`config.mk`:
```
export PLATFORM = sky130hd
export DESIGN_NAME = oehb_multislot
export DESIGN_NICKNAME = d
export VERILOG_FILES = /design/src/rtl/oehb_multislot.sv
export SDC_FILE = /design/constraint.sdc
export NUM_CORES = 1
export LEC_CHECK = 0
export BUFFER_PORTS_ARGS = -buffer_cell sky130_fd_sc_hd__buf_2
export CORE_ASPECT_RATIO = 0.7
export CORE_MARGIN = 4
export CORE_UTILIZATION = 45
export CTS_CLUSTER_DIAMETER = 40
export CTS_CLUSTER_SIZE = 24
export DETAILED_ROUTE_END_ITERATION = 10
export GPL_TIMING_DRIVEN = 0
export PLACE_DENSITY = 0.65
export SYNTH_ARGS = -nofsm -noshare
export SYNTH_HDL_FRONTEND = slang
export SYNTH_SLANG_ARGS = --single-unit
```
`constraint.sdc`:
```
create_clock -name clk -period 2.8 [get_ports clk]
set_clock_uncertainty 0.2 [all_clocks]
set_input_delay 0.14 -clock clk [delete_from_list [all_inputs] [get_ports clk]]
set_output_delay 0.14 -clock clk [all_outputs]
set_load 0.02 [all_outputs]
```
`src/rtl/oehb_multislot.sv`:
```
// Multi-slot opaque elastic buffer: circular queue between two valid/ready channels.
// Registered outputs only; the ready path is optionally broken as well.
module oehb_multislot #(
   parameter int DATA_TYPE   = 32,
   parameter int NUM_SLOTS   = 2,
   parameter int BREAK_READY = 0
) (
   input  logic                             clk,
   input  logic                             rst,
   input  logic [DATA_TYPE-1:0]             ins,
   input  logic                             ins_valid,
   output logic                             ins_ready,
   output logic [DATA_TYPE-1:0]             outs,
   output logic                             outs_valid,
   input  logic                             outs_ready,
   output logic [$clog2(NUM_SLOTS+1)-1:0]   count
);

   localparam int CW = $clog2(NUM_SLOTS + 1);
   localparam int PW = (NUM_SLOTS > 1) ? $clog2(NUM_SLOTS) : 1;
   localparam logic [PW-1:0] LAST = PW'(NUM_SLOTS - 1);
   localparam logic [CW-1:0] FULL_CNT = CW'(NUM_SLOTS);
   localparam logic BR = (BREAK_READY != 0);

   logic [DATA_TYPE-1:0] slots_q [NUM_SLOTS];
   logic [DATA_TYPE-1:0] slots_d [NUM_SLOTS];
   logic [PW-1:0]        head_q, head_d;
   logic [PW-1:0]        tail_q, tail_d;
   logic [CW-1:0]        count_q, count_d;
   logic                 full;
   logic                 push;
   logic                 pop;

   // Handshake decode; ready is forced low while reset is asserted
   always_comb begin
      full       = (count_q == FULL_CNT);
      outs_valid = (count_q != '0);
      outs       = slots_q[head_q];
      count      = count_q;
      ins_ready  = ~rst & (~full | (~BR & outs_ready));
      push       = ins_valid & ins_ready;
      pop        = outs_valid & outs_ready;
   end

   // Next state: write at tail on push, advance head on pop, pointers wrap by compare
   always_comb begin
      slots_d = slots_q;
      head_d  = head_q;
      tail_d  = tail_q;
      count_d = count_q + CW'(push) - CW'(pop);
      if (push) begin
         slots_d[tail_q] = ins;
         tail_d = (tail_q == LAST) ? '0 : tail_q + PW'(1);
      end
      if (pop) begin
         head_d = (head_q == LAST) ? '0 : head_q + PW'(1);
      end
   end

   // State registers with synchronous reset that clears every slot
   always_ff @(posedge clk) begin
      if (rst) begin
         head_q  <= '0;
         tail_q  <= '0;
         count_q <= '0;
         for (int i = 0; i < NUM_SLOTS; i++) begin
            slots_q[i] <= '0;
         end
      end else begin
         head_q  <= head_d;
         tail_q  <= tail_d;
         count_q <= count_d;
         for (int i = 0; i < NUM_SLOTS; i++) begin
            slots_q[i] <= slots_d[i];
         end
      end
   end

endmodule

```
==> flow_summary_export.csv, run 1 <==
group,metric,value,unit
global_route,grt_usage,23.8,%
drt,wl_per_cell,17.2,um
timing,max-slew-margin-rel,60.4,%
synthesis,netlist_area,0.00321,sq mm
setup_path,path_class,"register to register",
global_route,grt_pass1_vias,3108,
timing,setup_viol,0,
finish,layout_commonest_cell,"buf_2",
cts,cts_made_buffers,9,
drt,finalWirelength,9900,um
die,core_area,0.00685,sq mm
synthesis,synth.top_cell.area_share,42.4,%
timing,hold_viol,0,
place,gp_congestion,0.786,
synthesis,synth_nets,398,
synthesis,synth_seq_cells,68,
synthesis,yosysWarnings,0,
die,start_util,46.8,%
global_route,grt_pass1_wl,16000,um
setup_path,crit_path_max_fanout,10,
timing,rsz0062_at_grt,"false",
drt,routed_via_density,5.71,
global_route,antenna_found_initial,0,
drt,drt-pass1-iter-count,5,
timing,worst_slew_pin_slew,0.594,ns
global_route,overflow,0,
job,cap_violations,0,
cts,numClockSinks,68,
die,die_y,78.7,um
synthesis,netlist_instances,360,
setup_path,worstPathRequired,2.84,ns
synthesis,synthTopCellsByArea,"dfxtp_1, o311ai_0, mux2_2",
setup_path,crit_path_end_kind,"register",
drt,antenna_left,0,
timing,finalCritPeriodShare,83.1,%
pwr,vdd_drop_max,0.307,mV
die,die_area,0.00857,sq mm
pwr,leakage,2.02,nW
place,port_buffers,70,
timing,min_period,2.33,ns
die,io_pins,72,
setup_path,crit_path_start_kind,"register",
finish,mostFrequentLayoutCells,"buf_2, dfxtp_1, nand2_1",
cts,cts_root_buffer,"clkbuf_8",
drt,drc,0,
timing,max_freq,0.430,GHz
synthesis,ys_types,28,
synthesis,avgSynthCellArea,8.91,sq um
setup_path,crit_arrival,2.37,ns
place,dp_hpwl,6470,um
cts,clkTransAtPathRegs,0.08,ns
cts,cts_tree,"done",
timing,tns,0,ns
timing,timing.final.ws_setup,0.472,ns
status,status,"complete, no violations",
synthesis,yosysSeqAreaShare,42.4,%
finish,drive_above_1_share,29.2,%
cts,ctsHtreeMaxLevel,3,
synthesis,yosys.area.top_type,"dfxtp_1",
drt,num_vias,3280,
finish,synthToLayoutAreaGrowth,31.9,%
pwr,p_per_area,715,mW/mm^2
finish,diodes,0,
drt,drt_iter0_drc,206,
place,post-place-ws,0.489,ns
global_route,grt_max_degree,13,
cts,cts.path.max_buffers,2,
die,fp-row-count,25,
min_path,hp-class,"input port to register",
finish,fin_nets,513,
cts,postCtsSetupBuffers,0,
cts,clk_latency,0.35,ns
timing,drv_slew,0,
die,die_x,109,um
[layout make-up]
type / instances / area [sq um]
fill: 602 / 2620
multi-input combinational: 243 / 1630
sequential: 68 / 1360
timing repair buffer: 104 / 691
buffer: 45 / 200
clock buffer: 10 / 128
tap: 94 / 118
clock inverter: 6 / 88.8
inverter: 4 / 15.0
[sequential cells by signal (all words and copies together), names as in the netlist]
name,count
slots_q,64
count,2
head_q,1
tail_q,1
[worst paths after layout]
check,start,endpoint,slack (ns),cells after the start
hold reg to reg,slots_q[50],slots_q[50],0.28,2
setup reg to reg,count[1],count[1],0.47,10
hold / removal,outs_ready,head_q,0.02,4
setup / recovery,count[1],count[1],0.47,10
[layer usage]
metal	part of all wire, %	track usage [%]
met4	1.1	6.68
met5	0	0
met2	46	36.9
met3	7.2	5.67
met1	46	33.0
[worst max-delay path, stage by stage, from the launching register on]
cell and delay, ns:
dfxtp_1 0.42, nor3b_2 0.24, clkbuf_1 0.38, nor2_1 0.12, nand2_1 0.09, ha_1 0.22
inv_1 0.06, ha_1 0.15, xor2_1 0.17, and2_1 0.14, nor3_1 0.04
[where the power goes]
part	internal, mW	switching, mW	total [mW]
Combinational	0.378	0.621	0.999
Clock	0.501	0.389	0.891
Sequential	1.07	0.0639	1.14
[synth_stat cells (all sizes together)]
cell    count
dfxtp      68
nand2      65
nand3      64
o311ai     64
mux2       32
buf        24
clkbuf     21
inv         3
nor2        3
ha          2
nor3b       2
a211oi      1
a21o        1
and2        1
and3b       1
clkinv      1
nor2b       1
nor3        1
o21a        1
or2         1
or3b        1
xnor2       1
xor2        1
[kinds of logic (layout without fill, tap and decap cells)]
logic type,after synthesis,count (layout),share of synthesized area [%]
muxes,32,32,11.2
adders and majority gates,2,2,0.780
DFF,68,68,42.4
buffers and inverters,49,169,6.71
and+or+nand+nor,140,140,20.0
xor gates and xnor gates,2,2,0.546
AOI/OAI and AO/OA,67,67,18.3
[what timing repair did]
action | CTS | global route
gates resized for setup | 0 | 0
hold buffers | 34 | 0
hold endpoints to repair | 68 | 0
[metrics by stage]
step	instance area, sq um	power (mW)	hold slack [ns]	cells	util, %
6_report	4230	3.03	0.0241	574	61.8
5_1_grt	4230	3.18	0.0551	574	61.8
4_1_cts	4230	3.04	0.0246	574	61.8
3_5_place_dp	3680	2.12	0.168	524	53.7
3_3_place_gp	3680	2.09	0.164	524	53.7
2_1_floorplan	3210	1.80	0.0630	360	-
Power figures use the tool's default switching activity.
==> run 2: changes to the inputs <==
- PLACE_DENSITY: 0.65 -> 0.68
- clock period: 2.8 -> 1.9 ns (I/O delays scaled with it)
==> flow_summary_export.csv, run 2 (synthesis results as in run 1) <==
group,metric,value,unit
cts,clk_latency,0.34,ns
timing,hold_viol,0,
drt,routed_via_density,5.69,
setup_path,crit_family,"simple AND/OR/NAND/NOR gates",
setup_path,worstPathRequired,1.93,ns
pwr,p_int,2.81,mW
timing,fin_hold_ws,0.0646,ns
setup_path,path_cells,"nor3b_4 -> clkbuf_8 -> nor2_4 -> nand2_2 -> ha_4 -> inv_2 -> ha_4 -> xor2_1 -> and2_1 -> nor3_2",
global_route,grt_usage,23.6,%
cts,numClockSinks,68,
pwr,clockPowerShare,24.8,%
drt,num_vias,3274,
pwr,power_frac_comb,36.0,%
drt,wl_per_cell,17.0,um
place,dp_hpwl,6400,um
timing,timing.final.ws_setup,-0.00916,ns
pwr,power.switching,1.56,mW
setup_path,crit_arrival,1.94,ns
setup_path,crit_path_max_fanout,5,
finish,mostFrequentLayoutCells,"buf_2, dfxtp_1, nand3_1, nand2_1, o311ai_0",
cts,clkTransAtPathRegs,0.07,ns
timing,worst_slew_pin_slew,0.531,ns
timing,setup_viol,1,
global_route,overflow,0,
drt,drc,0,
cts,cts_made_buffers,9,
setup_path,slowest_stage,"dfxtp_4",
die,start_util,46.8,%
timing,rsz0062_at_grt,"true",
drt,drt-pass1-iter-count,4,
cts,cts_root_buffer,"clkbuf_8",
setup_path,crit_buf_inv,2,
place,dpl_cell_area,0.00369,sq mm
pwr,switching_share,35.7,%
global_route,grt_pass1_vias,3165,
timing,min_period,1.91,ns
finish,regArea,0.00137,sq mm
finish,diodes,0,
finish,drive_above_1_share,31.8,%
die,core_area,0.00685,sq mm
finish,largest_reg_flops,64,
setup_path,slowest_delay,0.36,ns
global_route,grt_max_degree,11,
pwr,vdd_drop_max,0.686,mV
finish,fillers,597,
finish,synthToLayoutAreaGrowth,33.9,%
finish,fin_area,0.00430,sq mm
drt,drt_iter0_drc,274,
die,die_y,78.7,um
drt,antenna_left,0,
place,port_buffers,70,
timing,drv_slew,0,
finish,layout_commonest_cell,"buf_2",
setup_path,crit_path_start_kind,"register",
global_route,grt_pass1_wl,15800,um
finish,fin_nets,516,
status,failed_checks,"negative setup slack",
cts,cts.path.max_buffers,2,
setup_path,crit_top_cell,"ha_4",
timing,max-slew-margin-rel,64.6,%
finish,multi_input_area,0.00168,sq mm
die,fp-row-count,25,
setup_path,path_class,"register to register",
die,io_pins,72,
finish,post-route-util,62.7,%
min_path,hp-class,"input port to register",
pwr,p_total,4.36,mW
pwr,pwr-share-seq,39.2,%
die,die_area,0.00857,sq mm
job,cap_violations,0,
drt,finalWirelength,9790,um
status,status,"complete, but fails checks",
global_route,antenna_found_initial,0,
timing,finalCritPeriodShare,100,%
finish,top_register,"slots_q",
pwr,p_per_area,1020,mW/mm^2
setup_path,crit_path_end_kind,"register",
timing,max_freq,0.524,GHz
cts,cts_tree,"done",
cts,ctsHtreeMaxLevel,3,
pwr,leakage,2.03,nW
place,gp_congestion,0.777,
die,die_x,109,um
run 2: cell types whose count changed in the layout (fill, tap and decap cells not counted), moves of 3 or more:
| cell | delta |
|---|---|
| clkbuf_8 | +4 |
| o311ai_0 | -3 |
| o311ai_1 | +3 |
| buf_4 | +6 |
| clkbuf_1 | -3 |
| buf_2 | -3 |
| dfxtp_1 | -3 |
run 2: final cells by class:
cell class	count	share of cell area, %
clock buffer	13	3.93
multi-input combinational	243	39.1
tap	94	2.74
clock inverter	1	0.175
inverter	4	0.349
sequential	68	31.9
buffer	44	5.09
timing repair buffer	108	16.8
run 2: power by group through the flow:
stage	combinational [mW]	sequential [mW]	clock, mW
finish	1.57	1.71	1.08
global route	1.69	1.73	1.17
CTS	1.48	1.70	1.10
detailed placement	1.40	1.71	0
global placement	1.38	1.70	0
floorplan	0.954	1.71	0
run 2: metrics by stage:
step	TNS [ns]	instances	worst slack, ns
3_5_place_dp	-0.182	524	-0.178
2_1_floorplan	-0.149	360	-0.149
6_report	-0.00916	575	-0.00916
3_3_place_gp	-0.128	524	-0.128
5_1_grt	-0.0920	575	-0.0919
4_1_cts	-0.0605	572	-0.0605
run 2: final timing paths:
path	startpoint	to	slack [ns]	cells after the start
worst max-delay path	count[1]	count[1]	-0.009	10
worst min-delay path	outs_ready	head_q	0.06	4
worst max register to register	count[1]	count[1]	-0.009	10
worst min register to register	slots_q[0]	slots_q[0]	0.28	2
run 2: worst min-delay path: stages:
cell	delay [ns]
buf_2	0.12
o21a_1	0.16
xnor2_1	0.15
nor2_1	0.04
run 2: what timing repair did:
action | CTS | global route
buffers inserted | 1 | 3
hold endpoints to repair | 68 | 0
resized for setup | 7 | 14
setup endpoints to repair | 31 | 22
hold buffers | 34 | 0
pin swaps | 0 | 4
run 2: layer usage:
layer  wire length [um]  GRT usage, %  share of wire, %
met1               4530          33.0                46
met2               4380          35.2                45
met3                747          5.75               7.6
met4                133          8.20               1.4
met5                  0             0                 0
==> run 3: changes to the inputs <==
- CELL_PAD_IN_SITES_DETAIL_PLACEMENT: default -> 1
- CELL_PAD_IN_SITES_GLOBAL_PLACEMENT: default -> 1
- CORE_UTILIZATION: 45 -> 36
- PLACE_DENSITY: 0.68 -> 0.72
==> flow_summary_export.csv, run 3 (synthesis results as in run 1) <==
group,metric,value,unit
finish,layout_commonest_cell,"buf_2",
finish,synthToLayoutAreaGrowth,39.1,%
cts,ctsHtreeMaxLevel,3,
setup_path,crit_path_start_kind,"register",
pwr,power.switching,1.68,mW
finish,fin_nets,516,
die,start_util,37.4,%
place,post-place-ws,-0.214,ns
timing,max_freq,0.519,GHz
pwr,switching_share,33.5,%
setup_path,crit_path_end_kind,"register",
setup_path,crit_arrival,1.98,ns
timing,min_period,1.92,ns
setup_path,rr_worst_depth,10,
drt,wl_per_cell,19.2,um
die,die_x,121,um
global_route,grt_pass1_wl,18600,um
timing,drv_slew,0,
finish,top_register,"slots_q",
global_route,antenna_found_initial,0,
finish,post-route-util,52.0,%
pwr,p_per_area,1120,mW/mm^2
pwr,clockPowerShare,33.5,%
drt,num_vias,3319,
status,failed_checks,"negative setup slack",
timing,hold_viol,0,
timing,setup_viol,1,
job,cap_violations,0,
drt,dr_wl_met2,5640,um
cts,clk_latency,0.33,ns
pwr,leakage,2.10,nW
setup_path,timing.rr.end,"count[1]",
global_route,grt_usage,22.7,%
drt,finalWirelength,11600,um
timing,tns,-0.0250,ns
cts,cts_made_buffers,9,
timing,fin_hold_ws,0.0937,ns
pwr,pwr-share-seq,34.2,%
drt,route.met3.wl,557,um
setup_path,r2r-start,"count[1]",
setup_path,worstPathRequired,1.95,ns
pwr,vdd_drop_max,0.673,mV
cts,clkTransAtPathRegs,0.05,ns
status,status,"complete, but fails checks",
timing,max-slew-margin-rel,58.0,%
drt,antenna_left,0,
drt,drt_iter0_drc,202,
pwr,power_frac_comb,32.3,%
finish,mostFrequentLayoutCells,"buf_2, dfxtp_1, nand3_1, nand2_1, o311ai_0",
cts,cts_tree,"done",
die,die_area,0.0105,sq mm
timing,timing.final.ws_setup,-0.0250,ns
setup_path,startpoint,"count[1]",
cts,cts.path.max_buffers,2,
global_route,grt_pass1_vias,3507,
min_path,hp-class,"input port to register",
finish,drive_above_1_share,32.3,%
drt,highest_layer,"met4",
setup_path,regToRegSetupSlack,-0.02,ns
die,core_area,0.00858,sq mm
pwr,p_int,3.34,mW
finish,largest_reg_flops,64,
finish,diodes,0,
die,fp-row-count,28,
place,port_buffers,70,
cts,numClockSinks,68,
drt,drt-pass1-iter-count,4,
setup_path,crit_path_max_fanout,2,
place,dp_hpwl,7480,um
global_route,overflow,0,
global_route,grt_max_degree,11,
timing,finalCritPeriodShare,101,%
die,die_y,87.0,um
setup_path,critical_path.endpoint,"count[1]",
die,io_pins,72,
drt,routed_via_density,5.50,
place,gp_congestion,0.791,
cts,cts_root_buffer,"clkbuf_16",
drt,drc,0,
timing,worst_slew_pin_slew,0.629,ns
setup_path,path_class,"register to register",
drt,met1_length,5350,um
timing,rsz0062_at_grt,"true",
-- run 3: worst min-delay path by stage --
stage	from	endpoint	slack, ns	cells past startpoint
after CTS	outs_ready	head_q	0.06	4
after detailed placement	ins[29]	slots_q[61]	0.13	3
final	ins_valid	slots_q[32]	0.09	4
after global placement	ins[25]	slots_q[57]	0.12	3
after global routing	ins_valid	slots_q[32]	0.10	4
after floorplan	ins[0]	slots_q[0]	0.02	2
-- run 3: repair_timing --
item | in CTS | in global routing
hold endpoints to repair | 68 | 0
pin swaps | 4 | 7
hold buffers | 34 | 0
buffers inserted | 3 | 1
endpoints found under the setup margin | 31 | 7
gates resized for setup | 10 | 19
-- run 3: routing by layer --
layer | vias up | global-route usage (%)
li1 | 1592 | -
met1 | 1629 | 30.0
met2 | 94 | 37.8
met3 | 4 | 4.81
met4 | 0 | 6.48
met5 | - | 0
-- run 3: critical path: stages, from the launching register on --
cell and delay [ns]:
dfxtp_4 0.34, nor3b_4 0.15, clkbuf_8 0.14, nor2_4 0.09, nand2_2 0.07, ha_4 0.26
inv_2 0.04, ha_4 0.15, xor2_2 0.17, and2_1 0.16, nor3_2 0.09
-- run 3: metrics by stage --
step / cells / instance area, sq um / total power [mW]
final: 603 / 4460 / 5.01
after global routing: 603 / 4460 / 5.26
after CTS: 602 / 4410 / 4.97
after detailed placement: 550 / 3720 / 3.15
after global placement: 550 / 3720 / 3.11
after floorplan: 360 / 3220 / 2.66
-- run 3: layout make-up --
| type | instances | area, sq um |
|---|---|---|
| Timing Repair Buffer | 108 | 721 |
| Buffer | 44 | 223 |
| Sequential cell | 68 | 1370 |
| Clock buffer | 15 | 268 |
| Inverter | 4 | 15.0 |
| Fill cell | 1009 | 4120 |
| Multi-Input combinational cell | 243 | 1690 |
| Tap cell | 120 | 150 |
| Clock inverter | 1 | 30.0 |
-- run 3: power by group through the flow --
stage,logic [mW],registers (mW),clock network [mW]
CTS,1.56,1.70,1.72
global route,1.76,1.73,1.77
global placement,1.41,1.70,0
detailed placement,1.44,1.71,0
floorplan,0.954,1.71,0
finish,1.62,1.71,1.68
